==> config.mk <==
export PLATFORM = sky130hd
export DESIGN_NAME = argmax_classifier_flat
export DESIGN_NICKNAME = d
export VERILOG_FILES = /design/src/rtl/argmax_classifier_pkg.sv /design/src/rtl/argmax_classifier_if.sv /design/src/rtl/argmax_classifier.sv /design/src/flat_wrapper.sv
export SDC_FILE = /design/constraint.sdc
export NUM_CORES = 1
export LEC_CHECK = 0
export ABC_AREA = 1
export CAP_MARGIN = 10
export CORE_MARGIN = 4
export CORE_UTILIZATION = 50
export CTS_CLUSTER_SIZE = 12
export DETAILED_ROUTE_END_ITERATION = 7
export PLACE_DENSITY = 0.74
export SLEW_MARGIN = 20
export SYNTH_ARGS = -nofsm -noshare
export SYNTH_HDL_FRONTEND = slang
export SYNTH_SLANG_ARGS = --single-unit
==> constraint.sdc <==
create_clock -name clk -period 3.35 [get_ports clk]
set_input_delay 0.335 -clock clk [delete_from_list [all_inputs] [get_ports clk]]
set_output_delay 0.335 -clock clk [all_outputs]
set_load 0.02 [all_outputs]
==> src/rtl/argmax_classifier_pkg.sv <==
// Shared network parameters for the classifier back end: output layer size,
// index width helper, argmax FSM state type and default decision threshold.
package nn_parameters;

   localparam int OUT_SIZE_2 = 10;

   localparam longint THRESHOLD_DEFAULT = 0;

   function automatic int idx_width(input int n);
      return (n <= 1) ? 1 : $clog2(n);
   endfunction

   localparam int IDX_W = idx_width(OUT_SIZE_2);

   typedef enum logic [1:0] {
      ST_IDLE = 2'd0,
      ST_SCAN = 2'd1,
      ST_DONE = 2'd2
   } argmax_state_t;

endpackage

==> src/rtl/argmax_classifier_if.sv <==
// Request/result bundle between the dense-layer output stage and the argmax
// classifier; master drives the scores and start, slave returns the result.
interface argmax_classifier_if
   import nn_parameters::*;
#(
   parameter int N_CLASSES = OUT_SIZE_2,
   parameter int SCORE_W   = 48,
   parameter int IDX_W     = idx_width(N_CLASSES)
);
   logic                               start;
   logic [N_CLASSES-1:0][SCORE_W-1:0]  score_vector;
   logic                               busy;
   logic                               valid;
   logic [IDX_W-1:0]                   class_idx;
   logic signed [SCORE_W-1:0]          max_score;
   logic                               no_match;

   modport master (
      output start, score_vector,
      input  busy, valid, class_idx, max_score, no_match
   );

   modport slave (
      input  start, score_vector,
      output busy, valid, class_idx, max_score, no_match
   );
endinterface

==> src/rtl/argmax_classifier.sv <==
// Sequential argmax over a snapshot of class scores, one compare per cycle.
// Optional threshold check on the winner is enabled by ARGMAX_THRESHOLD_EN.
module argmax_classifier
   import nn_parameters::*;
#(
   parameter int                        N_CLASSES = OUT_SIZE_2,
   parameter int                        SCORE_W   = 48,
   parameter logic signed [SCORE_W-1:0] THRESHOLD = SCORE_W'(THRESHOLD_DEFAULT)
) (
   input logic                clk,
   input logic                rst_n,
   argmax_classifier_if.slave bus
);

   localparam int CNT_W = idx_width(N_CLASSES);

   typedef logic signed [SCORE_W-1:0] score_t;

   argmax_state_t    state;
   argmax_state_t    state_nxt;
   score_t           snap [N_CLASSES];
   logic [CNT_W-1:0] cnt;
   score_t           best;
   logic [CNT_W-1:0] best_idx;
   score_t           elem;
   score_t           best_nxt;
   logic [CNT_W-1:0] best_idx_nxt;
   logic             last;
   logic             accept;
   logic             busy_c;
   logic             valid_c;
   logic [CNT_W-1:0] res_idx;
   score_t           res_max;

   assign accept = (state == ST_IDLE) && bus.start;
   assign last   = (cnt == CNT_W'(N_CLASSES - 1));
   assign elem   = snap[cnt];

   // Strictly-greater replacement keeps the lowest index on ties.
   always_comb begin
      best_nxt     = best;
      best_idx_nxt = best_idx;
      if (elem > best) begin
         best_nxt     = elem;
         best_idx_nxt = cnt;
      end
   end

   always_ff @(posedge clk or negedge rst_n) begin
      if (!rst_n) state <= ST_IDLE;
      else        state <= state_nxt;
   end

   always_comb begin
      state_nxt = state;
      case (state)
         ST_IDLE: if (bus.start) state_nxt = ST_SCAN;
         ST_SCAN: if (last)      state_nxt = ST_DONE;
         ST_DONE:                state_nxt = ST_IDLE;
         default:                state_nxt = ST_IDLE;
      endcase
   end

   always_comb begin
      busy_c  = (state == ST_SCAN);
      valid_c = (state == ST_DONE);
   end

   // Snapshot is seeded with element 0 as the running best; counter parks at the end.
   always_ff @(posedge clk or negedge rst_n) begin
      if (!rst_n) begin
         for (int i = 0; i < N_CLASSES; i++) snap[i] <= '0;
         cnt      <= '0;
         best     <= '0;
         best_idx <= '0;
      end else if (accept) begin
         for (int i = 0; i < N_CLASSES; i++) snap[i] <= score_t'(bus.score_vector[i]);
         cnt      <= '0;
         best     <= score_t'(bus.score_vector[0]);
         best_idx <= '0;
      end else if (state == ST_SCAN) begin
         best     <= best_nxt;
         best_idx <= best_idx_nxt;
         if (!last) cnt <= cnt + 1'b1;
      end
   end

   always_ff @(posedge clk or negedge rst_n) begin
      if (!rst_n) begin
         res_idx <= '0;
         res_max <= '0;
      end else if ((state == ST_SCAN) && last) begin
         res_idx <= best_idx_nxt;
         res_max <= best_nxt;
      end
   end

`ifdef ARGMAX_THRESHOLD_EN
   logic res_nm;

   always_ff @(posedge clk or negedge rst_n) begin
      if (!rst_n)                        res_nm <= 1'b0;
      else if ((state == ST_SCAN) && last) res_nm <= (best_nxt < THRESHOLD);
   end

   assign bus.no_match = res_nm;
`else
   assign bus.no_match = 1'b0;
`endif

   assign bus.busy      = busy_c;
   assign bus.valid     = valid_c;
   assign bus.class_idx = res_idx;
   assign bus.max_score = res_max;

endmodule

==> src/flat_wrapper.sv <==
// flat-port wrapper written by rule: the top's interface ports become plain ports
module argmax_classifier_flat import nn_parameters::*;
#(
   parameter int                        N_CLASSES = OUT_SIZE_2,
   parameter int                        SCORE_W   = 48,
   parameter logic signed [SCORE_W-1:0] THRESHOLD = SCORE_W'(THRESHOLD_DEFAULT)
)
  (clk, rst_n, bus_start, bus_score_vector, bus_busy, bus_valid, bus_class_idx, bus_max_score, bus_no_match);
  argmax_classifier_if #(.N_CLASSES(N_CLASSES), .SCORE_W(SCORE_W)) bus_i ();
  input logic clk;
  input logic rst_n;
  input wire logic [$bits(bus_i.start)-1:0] bus_start;
  input wire logic [$bits(bus_i.score_vector)-1:0] bus_score_vector;
  output wire logic [$bits(bus_i.busy)-1:0] bus_busy;
  output wire logic [$bits(bus_i.valid)-1:0] bus_valid;
  output wire logic [$bits(bus_i.class_idx)-1:0] bus_class_idx;
  output wire logic [$bits(bus_i.max_score)-1:0] bus_max_score;
  output wire logic [$bits(bus_i.no_match)-1:0] bus_no_match;
  assign bus_i.start = bus_start;
  assign bus_i.score_vector = bus_score_vector;
  assign bus_busy = bus_i.busy;
  assign bus_valid = bus_i.valid;
  assign bus_class_idx = bus_i.class_idx;
  assign bus_max_score = bus_i.max_score;
  assign bus_no_match = bus_i.no_match;
  argmax_classifier #(.N_CLASSES(N_CLASSES), .SCORE_W(SCORE_W), .THRESHOLD(THRESHOLD)) u_core (.clk(clk), .rst_n(rst_n), .bus(bus_i));
endmodule
==> out/qor.csv <==
metric;value;unit
worst_slew_pin_slew;0.8273;ns
wl_per_cell;20.40;um
cts-buffers-inserted;61;
violations;setup timing;
fin_worst_skew;0.01777;ns
power_switching;21.85;mW
synthTopCellsByArea;dfrtp_1 51%, nand2_1 24%, o21ai_0 4.6%;
gp_congestion;0.9390;
slew_violations;0;
rows;87;
r2r-start;u_core.cnt[0]$_DFFE_PN0P_;
critPathMaxFanout;19;
crit_path_start;u_core.cnt[0]$_DFFE_PN0P_;
critical_path_class;reg2reg;
start_util;50.91;%
viasPerCell;5.439;
p_int;27.37;mW
routed_wl;107300;um
dp_hpwl;71600;um
core_area;56820;sq um
final_nets;4984;
vias;28630;
cts_tree;yes;
cp.arrival;4.35;ns
post-route-period-util;114.4;%
status;finished, violations left;
p_sw_share;44.39;%
netlist_area;28930;sq um
ctsRootBufferMaster;clkbuf_16;
final_hold_viol_count;0;
drc;0;
required;3.87;ns
ys_seq_area_share;51.04;%
die_width;248.5;um
layout_commonest_cell;nand2_1;
power.share.clock;14.3;%
clk_path_buf_depth;3;
grt_max_degree;165;
ys_ff_latch;590;
setup_viol_count_final;104;
setup_tns;-42.04;ns
clock-sinks;590;
yosysTopAreaCell;dfrtp_1;
syn_to_final_growth;39.50;%
yosysTopAreaCellShare;51.04;%
drtIter0Drc;3029;
seqPwrFrac;25.6;%
layout-drive-gt1-share;13.26;%
antenna_left;0;
drv_cap;0;
finalCriticalPeriod;3.833;ns
layout_setup_ws;-0.4827;ns
synth_cells;3856;
max_slew_margin;44.85;%
ys_warn_count;0;
start_kind;register;
fin_util;71.02;%
final_cell_mix;1790 x nand2_1, 587 x dfrtp_1, 535 x clkdlybuf4s50_1, 211 x inv_1, 191 x nor2_1;
first_pass_iters;6;
clkLatencyLatePin;0.64;ns
antenna_found_initial;18;
pin_count;538;
port-buffer-count;536;
clk_pin_slew;0.06;ns
crit_path_end_kind;register;
dieArea;61770;sq um
vdd_drop_max;1331;uV
syn-num-nets;4389;
first_global_vias;28240;
grt_overflow;0;
dieHeight;248.5;um
combPwrFrac;60.1;%
globalRouteTotalUtil;32.94;%
instances_no_fill;5263;
synth_cell_types;30;
avgSynthCellArea;7.502;sq um
hold_class;in2reg;
cts_max_level;2;
grt_setup_unrepaired;yes;
finalPower;49.22;mW
total_leakage_power;20.46;nW
dp_cells;5084;
hp-start;bus_score_vector[90];
fmax;260.9;MHz
p_per_area;1220;nW/um^2
grt_pass1_wl;160300;um
## power by group through the flow
stage               clock network [mW]  registers (mW)  logic, mW
floorplan                            0            12.2       13.7
global placement                     0            12.4       21.2
detailed placement                   0            12.5       21.8
CTS                               7.08            12.5       26.1
global route                      7.41            12.9       31.9
finish                            7.05            12.6       29.6
## worst max-delay path: stages (launching register included)
cell      delay [ns]
dfrtp_4         0.57
buf_12          0.18
buf_16          0.15
buf_4           0.18
o21ai_2         0.19
o211ai_1        0.14
nand3_2         0.14
nand2_2         0.06
ha_1            0.28
nand2_1         0.09
nor2_2          0.18
nand4_1         0.22
nor4_1          0.22
nand4_1         0.21
buf_6           0.19
nand3_4         0.16
buf_4           0.16
buf_12          0.13
nand2_1         0.09
nand3_1         0.10
nand2_1         0.06
## metal layers
| layer | up-vias | wire (um) | GRT usage [%] |
|---|---|---|---|
| met1 | 13620 | 40590 | 40.88 |
| met5 | - | 55 | 0 |
| li1 | 13350 | - | - |
| met3 | 335 | 8411 | 6.353 |
| met4 | 10 | 7123 | 19.07 |
| met2 | 1314 | 51160 | 54.05 |
## per-stage QoR
stage	hold WS (ns)	worst slack (ns)	instance area, sq um
4_1_cts	0.2095	-0.2056	39490
6_report	0.2330	-0.4827	40360
5_1_grt	0.2297	-0.5716	40350
3_3_place_gp	0.4326	-0.3582	36040
2_1_floorplan	0.03941	0.2924	28930
3_5_place_dp	0.4323	-0.4724	36040
## what timing repair did
action,4_1_cts,5_1_grt
gates resized for setup,192,183
pin swaps,25,48
endpoints found under the setup margin,104,104
endpoints found under the hold margin,80,0
cloned,17,5
hold buffers,1,0
setup buffers,32,7
## registers in the layout, summed over array words and instances (netlist names)
| signal | cells |
|---|---|
| u_core.best | 48 |
| u_core.best_idx | 4 |
| u_core.bus.class_idx | 4 |
| u_core.bus.max_score | 48 |
| u_core.cnt | 4 |
| u_core.snap | 480 |
| u_core.state | 2 |
## path summary, 6_finish.rpt
kind	end	slack (ns)	depth (start not counted)
worst max-delay path	u_core.bus.max_score[12]$_DFFE_PN0P_	-0.48	20
worst min register to register	u_core.snap[411]$_DFFE_PN0P_	0.47	2
max in group asynchronous	u_core.snap[208]$_DFFE_PN0P_	2.00	3
worst min-delay path	u_core.snap[426]$_DFFE_PN0P_	0.23	3
min in group asynchronous	u_core.snap[41]$_DFFE_PN0P_	0.31	2
worst max register to register	u_core.bus.max_score[12]$_DFFE_PN0P_	-0.48	20
## logic make-up (layout without fill, tap and decap cells)
logic type                 count (synthesis)  in the layout  synth area share, %
buffers and inverters                    468           1106                6.539
other                                      1             14              0.01296
AOI/OAI and AO/OA                        495            495                9.658
DFF                                      590            590                51.04
adders and majority gates                 50             50                2.163
muxes                                      1              1              0.03460
and+or+nand+nor                         2251           2251                30.56
## synthesized netlist by cell type (all sizes together)
| cell type | n |
|---|---|
| clkbuf | 180 |
| mux2i | 1 |
| inv | 217 |
| o21a | 1 |
| nand2 | 1851 |
| nor2 | 208 |
| dfrtp | 590 |
| o211ai | 48 |
| nor3 | 4 |
| nand4 | 5 |
| nor4 | 1 |
| clkinv | 8 |
| conb | 1 |
| a21o | 5 |
| a21oi | 116 |
| buf | 63 |
| o21ai | 276 |
| nand3 | 182 |
| o221ai | 48 |
| ha | 50 |
| o22ai | 1 |
## final cells by class
class	instances	area, sq um
tap	756	945.9
timing repair inverter	2	20.02
clock buffer	96	1891
timing repair buffer	773	8240
sequential	590	14770
inverter	225	869.6
multi-input combinational	2798	13430
fill	4493	16470
clock inverter	10	153.9
antenna	13	32.53
(Power assumes the default switching activity.)
